[src/rtl/medfilt_sched.sv]
// Shares one median-filter core between NCH sample streams. Each accepted sample
// triggers a full replay of that channel's WINDOW-deep history into the core.
module medfilt_sched #(
    parameter int NCH     = 4,
    parameter int WIDTH   = 8,
    parameter int WINDOW  = 5,
    parameter int TIMEOUT = 64,
    localparam int CW     = $clog2(NCH)
) (
    input  logic                 clock,
    input  logic                 reset,
    input  logic [NCH*WIDTH-1:0] in_x,
    input  logic [NCH-1:0]       in_valid,
    output logic [NCH-1:0]       in_ready,
    output logic [WIDTH-1:0]     core_x,
    output logic                 core_dvi,
    input  logic [WIDTH-1:0]     core_med,
    input  logic                 core_dvo,
    output logic [WIDTH-1:0]     out_med,
    output logic [CW-1:0]        out_ch,
    output logic                 out_valid,
    input  logic                 out_ready,
    output logic                 err_timeout
);

    localparam int FW = $clog2(WINDOW + 1);
    localparam int TW = $clog2(TIMEOUT + 1);

    typedef enum logic [1:0] {S_IDLE, S_FEED, S_WAIT, S_DONE} state_t;

    state_t                                   state_q, state_d;
    logic [CW-1:0]                            ptr_q, ptr_d;
    logic [CW-1:0]                            ch_q, ch_d;
    logic [FW-1:0]                            feed_idx_q, feed_idx_d;
    logic [FW-1:0]                            dvo_cnt_q, dvo_cnt_d;
    logic [TW-1:0]                            timer_q, timer_d;
    logic [WIDTH-1:0]                         out_med_q, out_med_d;
    logic [CW-1:0]                            out_ch_q, out_ch_d;
    logic                                     err_q, err_d;
    // Index 0 is the oldest sample, WINDOW-1 the newest.
    logic [NCH-1:0][WINDOW-1:0][WIDTH-1:0]    hist_q, hist_d;

    logic [NCH-1:0][WIDTH-1:0]                in_x_v;
    logic                                     grant_vld;
    logic [CW-1:0]                            grant_ch;
    logic                                     final_dvo;

    assign in_x_v = in_x;

    // Round-robin search starting at the pointer, wrapping modulo NCH.
    always_comb begin
        grant_vld = 1'b0;
        grant_ch  = '0;
        for (int i = 0; i < NCH; i++) begin
            if (!grant_vld && in_valid[(int'(ptr_q) + i) % NCH]) begin
                grant_vld = 1'b1;
                grant_ch  = CW'((int'(ptr_q) + i) % NCH);
            end
        end
    end

    // Reset gating keeps the grant low while reset is held, even with requests pending.
    assign in_ready    = (state_q == S_IDLE && grant_vld && reset) ? (NCH'(1) << grant_ch) : '0;
    assign core_dvi    = (state_q == S_FEED);
    assign core_x      = (state_q == S_FEED) ? hist_q[ch_q][feed_idx_q] : '0;
    assign out_valid   = (state_q == S_DONE);
    assign out_med     = out_med_q;
    assign out_ch      = out_ch_q;
    assign err_timeout = err_q;

    assign final_dvo = core_dvo && (dvo_cnt_q == FW'(WINDOW - 1)) &&
                       (state_q == S_FEED || state_q == S_WAIT);

    always_comb begin
        state_d    = state_q;
        ptr_d      = ptr_q;
        ch_d       = ch_q;
        feed_idx_d = feed_idx_q;
        dvo_cnt_d  = dvo_cnt_q;
        timer_d    = timer_q;
        out_med_d  = out_med_q;
        out_ch_d   = out_ch_q;
        err_d      = err_q;
        hist_d     = hist_q;
        case (state_q)
            S_IDLE: begin
                if (grant_vld) begin
                    for (int i = 0; i < WINDOW - 1; i++)
                        hist_d[grant_ch][i] = hist_q[grant_ch][i + 1];
                    hist_d[grant_ch][WINDOW-1] = in_x_v[grant_ch];
                    ch_d       = grant_ch;
                    ptr_d      = (grant_ch == CW'(NCH - 1)) ? '0 : grant_ch + 1'b1;
                    feed_idx_d = '0;
                    dvo_cnt_d  = '0;
                    state_d    = S_FEED;
                end
            end
            S_FEED: begin
                if (core_dvo) dvo_cnt_d = dvo_cnt_q + 1'b1;
                // A zero-latency core delivers the last median during the final feed cycle.
                if (final_dvo) begin
                    out_med_d = core_med;
                    out_ch_d  = ch_q;
                    state_d   = S_DONE;
                end else if (feed_idx_q == FW'(WINDOW - 1)) begin
                    timer_d = '0;
                    state_d = S_WAIT;
                end else begin
                    feed_idx_d = feed_idx_q + 1'b1;
                end
            end
            S_WAIT: begin
                if (core_dvo) dvo_cnt_d = dvo_cnt_q + 1'b1;
                if (final_dvo) begin
                    out_med_d = core_med;
                    out_ch_d  = ch_q;
                    state_d   = S_DONE;
                end else if (timer_q == TW'(TIMEOUT - 1)) begin
                    err_d   = 1'b1;
                    state_d = S_IDLE;
                end else begin
                    timer_d = timer_q + 1'b1;
                end
            end
            S_DONE: begin
                if (out_ready) state_d = S_IDLE;
            end
            default: state_d = S_IDLE;
        endcase
    end

    always_ff @(posedge clock or negedge reset) begin
        if (!reset) begin
            state_q    <= S_IDLE;
            ptr_q      <= '0;
            ch_q       <= '0;
            feed_idx_q <= '0;
            dvo_cnt_q  <= '0;
            timer_q    <= '0;
            out_med_q  <= '0;
            out_ch_q   <= '0;
            err_q      <= 1'b0;
            hist_q     <= '0;
        end else begin
            state_q    <= state_d;
            ptr_q      <= ptr_d;
            ch_q       <= ch_d;
            feed_idx_q <= feed_idx_d;
            dvo_cnt_q  <= dvo_cnt_d;
            timer_q    <= timer_d;
            out_med_q  <= out_med_d;
            out_ch_q   <= out_ch_d;
            err_q      <= err_d;
            hist_q     <= hist_d;
        end
    end

endmodule

[config.mk]
export PLATFORM = sky130hd
export DESIGN_NAME = medfilt_sched
export DESIGN_NICKNAME = d
export VERILOG_FILES = /design/src/rtl/medfilt_sched.sv
export SDC_FILE = /design/constraint.sdc
export NUM_CORES = 1
export LEC_CHECK = 0
export ABC_CLOCK_PERIOD_IN_PS = 2800
export CORE_MARGIN = 2
export CORE_UTILIZATION = 35
export CTS_CLUSTER_DIAMETER = 30
export DETAILED_ROUTE_END_ITERATION = 8
export HOLD_SLACK_MARGIN = 0.08
export PLACE_DENSITY = 0.64
export RECOVER_POWER = 100
export SETUP_SLACK_MARGIN = 0.02
export SLEW_MARGIN = 15
export SYNTH_ARGS = -nofsm -noshare
export SYNTH_HDL_FRONTEND = slang
export SYNTH_SLANG_ARGS = --single-unit
[constraint.sdc]
create_clock -name clock -period 2.8 [get_ports clock]
set_input_delay 0.56 -clock clock [delete_from_list [all_inputs] [get_ports clock]]
set_output_delay 0.56 -clock clock [all_outputs]
set_load 0.01 [all_outputs]
Word level (Yosys, flattened, before mapping) --
Index checks and enable logic that the tools add are counted.
Storage, ports and cells: register bits after elaboration 190, bits of input ports 48, logic and storage cells 156
Operators by class: bitwise operators 4, reduce and logical (&&, ||, !) cells 27, shift operators 1, $lt $le $gt $ge 8, equality and inequality tests 17, add/sub/neg operators 7, muxes and demuxes 63
Operators by type and width (count):
- $bwmux W160 | 5
- $demux W40 S2 | 5
- $bmux W40 S2 | 2
- $mux W40 | 3
- $mux W32 | 1
- $mux W8 | 4
- $mux W7 | 4
- $bmux W8 S3 | 1
- $mux W24 | 1
- $mux W2 | 11
- $bmux W8 S2 | 1
- $lt A3 B4 Y1 const B | 4
- $mux W16 | 1
- $pmux W7 S2 | 1
- $mux W3 | 4
- $pmux W3 S2 | 2
- $mux W1 | 11
- $ne A2 B2 Y1 const B | 5
- $lt A2 B3 Y1 const B | 3
- $bmux W1 S2 | 4
- $logic_and A1 B1 Y1 | 8
- $pmux W2 S4 | 1
- $reduce_and A4 Y1 | 2
- $reduce_or A2 Y1 | 4
- 23 further kinds | 39

Longest topological paths before layout --
depth after elaboration 23, depth in mapped cells 12, mapped depth without buffers 9

Worst setup path after synthesis --
Ideal clock, no wire load.
path type in2reg, start point in in_valid[2], end point reg hist_q[112] (netlist name), stages 12, slack 0.156 ns, data arrival time 2.500 ns, data required time 2.656 ns, path through nor2b_1 -> a221o_1 -> nand2_1 -> buf_6 -> buf_6 -> inv_1 -> ha_1 -> and2_1 -> nand2_1 -> buf_2 -> buf_2 -> o221ai_1
Between the ends: cells in the longest elaborated chain, start to end 19
RTL lines:
- from (decl) | line 13 | input logic [NCH-1:0] in_valid,
- $bmux W1 S2 | line 55 | if (!grant_vld && in_valid[(int'(ptr_q) + i) % NCH]) begin
- $mux W1 (not written as such) | line 55
- $mux W1 | line 55
- $logic_not A1 Y1 | line 55
- $logic_and A1 B1 Y1 | line 55
- $mux W1 | line 55
- $logic_not A1 Y1 | line 55
- $logic_and A1 B1 Y1 | line 55
- $mux W1 | line 55
- $logic_not A1 Y1 | line 55
- $logic_and A1 B1 Y1 | line 55
- $mux W2 * | line 55
- named net grant_ch[1] | line 45 | logic [CW-1:0] grant_ch;
- $bmux W40 S2 | line 89 | hist_d[grant_ch][i] = hist_q[grant_ch][i + 1];
- $mux W40 (not written as such) | line 89
- $bwmux W160 (4 in series) | line 89
- $bwmux W160 * | line 90 | hist_d[grant_ch][WINDOW-1] = in_x_v[grant_ch];
- to (signal assigned) | line 154 | hist_q <= hist_d;
- to (decl) | line 41 | logic [NCH-1:0][WINDOW-1:0][WIDTH-1:0] hist_q, hist_d;
Mark *: on every way through the listed nets, which the timed path passes. The rest lies on a longest branch. The select of a mux whose other input is x is not followed. A chain may end at the register's enable or synchronous reset.

Worst setup path in the final report --
start point reg ch_q[0], end point out core_x[6]
Between the ends: cells in the longest elaborated chain, start to end 5
RTL lines:
- from (decl) | line 33 | logic [CW-1:0] ch_q, ch_d;
- from (signal assigned) | line 147 | ch_q <= ch_d;
- $bmux W40 S2 | line 65 | assign core_x = (state_q == S_FEED) ? hist_q[ch_q][feed_idx_q] : '0;
- $mux W40 (not written as such) | line 65
- $bmux W8 S3 | line 65
- $mux W8 (not written as such) | line 65
- $mux W8 | line 65
- to (decl) | line 15 | output logic [WIDTH-1:0] core_x,
Every way passes these cells. The select of a mux whose other input is x is not followed.

==> metrics.txt <==
status=finished with violations; failing checks=max-capacitance violations, max-slew violations, negative setup slack; Setup Crit Path Kind=register to output pin; met3 wire length=2.04 mm; CP Data Arrival Time=2.37 ns; Antenna Violating Nets Remaining=0; Worst Hold Class=input pin to asynchronous set/reset pin; router iterations before antenna repair=5; wire per inst=21.0 microns; Met2 Wirelength=16.0 mm; Async SR Flop Fraction=1.00; RR Startpoint=ptr_q[1]$_DFFE_PN0P_; EDFF count, synth=0; Reg clk slew, reported paths=0.08 ns; PwrDens=1070 nW/um^2; die area=31100 sq um; final setup fails=10; Iter 0 DRT Violations=758; Layout Skew=0.0148 ns; final period utilization=1.05; share of cells above drive strength 1=0.208; Rows=63; clock buffer depth=2; Syn Inst Count=983; cell area after layout=13200 sq um; Antenna Cells=0; Boundary Pins=73; CP Cell Sequence=buf_4, buf_12, mux4_2, mux2i_1, o22ai_2, a41o_1, clkdlybuf4s15_2; via count=9242; area delta synth->final=26.7%; die height=176 microns; CTS tree=built; Final GP Congestion=0.834; first-pass GRT wire length=52.5 mm; Layout fillers=2734; Max H-tree Level=4; Die X=176 microns; worst path required time=2.24 ns; CP endpoint kind=output pin; largest net degree at the start of global routing=157; DRC viols=0; vias per cell=5.97; Pwr Total=14.1 mW; storage element area=4760 sq um; Initial Utilization=0.353; syn avg cell area=10.6 sq um; Worst Slack Setup Final=-0.133 ns; Ys Warns=0; post-DP HPWL=20.1 mm; mapped cell area=10400 sq um; sequential share of the synthesized area=0.458; Cell Area, Placed=12500 sq um; Static Leak=5.91 nW; register bit total from synthesis=190; final wirelength=32.5 mm; Clock Tree Root=clkbuf_16; RSZ-0062 raised after global routing=yes; combined area of the multi-input logic cells=5260 sq um; Peak VDD IR=518 uV; CTS sink cnt=190; Metal-1 WL=13.6 mm; top_reg_cell synth=dfrtp_1; number of clock buffers inserted by TritonCTS=17; post-placement cell count=1499; Reg2Reg Depth=10; GRT overflow=0; crit-path max FO=9; fin crit period=2.93 ns; Placeable Area=29400 sq um; slowest cell delay on critical path=0.50 ns; final-stage net count=1212; max-cap violation count=1; Hold Fails Final Rpt=0; dpl ws=-0.298 ns; Clock Latency Late Sink=0.44 ns; R2R setup slack=0.15 ns; fmax=0.341 GHz; r2r endpoint=hist_q[16]$_DFFE_PN0P_; fin. max-slew vios=35; fin cells=1549; Crit-path slowest cell=mux4_2; Max Used Layer=met4; overall global routing resource usage=0.215; Max transition margin=-0.320; Post-Syn Nets=1048; setup TNS=-0.567 ns; count of cell types in the netlist=49; vias in the first global route=9605; Worst Max-Slew Pin Slew=1.98 ns; startpoint types=register; initial antenna violation count=0; Port Buf Inserts=72; cts hold-fix bufs=0
-- stage by stage --
stage	utilization	hold WS, ns
finish	0.447	0.422
global route	0.447	0.495
CTS	0.448	0.226
detailed placement	0.424	0.461
global placement	0.424	0.456
floorplan	-	0.264
-- cells by family after synthesis --
family | count (synthesis) | share of synthesized area
mux | 138 | 0.168
compound gates | 257 | 0.194
fa+ha+maj | 17 | 0.0205
buf+inv | 95 | 0.0421
simple gates | 286 | 0.117
flops | 190 | 0.458
-- sequential cells by signal (all words and copies together) (netlist names) --
register and cells:
timer_q 7, state_q 2, out_med 8, hist_q 160
ch_q 2, out_ch 2, ptr_q 2, err_timeout 1
dvo_cnt_q 3, feed_idx_q 3
-- how the worst max path moves through the flow --
stage	slack (ns)	endpoint	cells after the start	start
detailed placement	-0.30	in_ready[0]	8	in_valid[0]
CTS	-0.17	core_x[0]	6	ch_q[0]$_DFFE_PN0P_
finish	-0.13	core_x[6]	7	ch_q[0]$_DFFE_PN0P_
global route	-0.19	core_x[6]	7	ch_q[0]$_DFFE_PN0P_
floorplan	0.16	hist_q[112]$_DFFE_PN0P_	12	in_valid[2]
global placement	-0.27	in_ready[0]	8	in_valid[0]
-- power by group --
part	total [mW]	internal, mW	switching, mW
Clock	2.34	1.17	1.17
Sequential	4.53	3.77	0.767
Combinational	7.18	3.36	3.82
Total	14.1	8.30	5.76
-- area by class of cell --
type	instances	share of cell area
timing repair buffer	219	0.154
tap	390	0.0371
clock buffer	18	0.0326
multi-input combinational	698	0.400
sequential	190	0.362
inverter	21	0.00599
clock inverter	13	0.00903
-- cell usage in the layout, fill, tap and decap left out, types with 7 or more instances in the layout --
cell,count
nand2_1,212
dfrtp_1,188
o221ai_1,153
buf_4,106
mux2i_1,94
clkdlybuf4s50_1,43
mux4_2,28
inv_1,21
o21ai_0,21
buf_12,20
a21oi_1,18
nor2_1,17
clkbuf_16,17
ha_1,16
nand3_1,13
and3_1,13
dlygate4sd3_1,13
mux2_2,12
o21ai_1,11
clkbuf_1,11
o211ai_1,10
buf_2,10
o22ai_1,9
a21boi_0,9
or3_1,7
-- metal layers --
metal | track usage | vias to the layer above
met1 | 0.286 | 4703
met4 | 0.0789 | 0
met2 | 0.358 | 379
met5 | 0 | -
li1 | - | 4107
met3 | 0.0295 | 53
-- synth_stat cells, types with 6 or more instances --
master	count	area (sq um)
nand2_1	213	800
dfrtp_1	190	4750
o221ai_1	156	1370
mux2i_1	98	981
clkbuf_1	37	139
o21ai_0	32	160
mux4_2	28	631
buf_2	25	125
inv_1	20	75.1
a21oi_1	18	90.1
ha_1	17	213
nor2_1	17	63.8
nand3_1	14	70.1
and3_1	13	81.3
mux2_2	12	135
o22ai_1	11	68.8
a21boi_0	10	75.1
o211ai_1	10	75.1
or3_1	7	43.8
buf_6	6	67.6
-- worst max-delay path, delay by kind of cell (launching register included) --
kind	cells	cell delay, ns
multiplexers	2	0.67
AO/OA/AOI/OAI	2	0.33
flip-flops	1	0.44
buffers and inverters	3	0.51
-- what timing repair did --
item / 4_1_cts / 5_1_grt
resized for setup: 75 / 15
buffers inserted: 15 / 3
pin swaps: 7 / 9
gates cloned: 1 / 0
endpoints found under the setup margin: 12 / 8
Note: power is estimated with default switching activity, not from simulation.
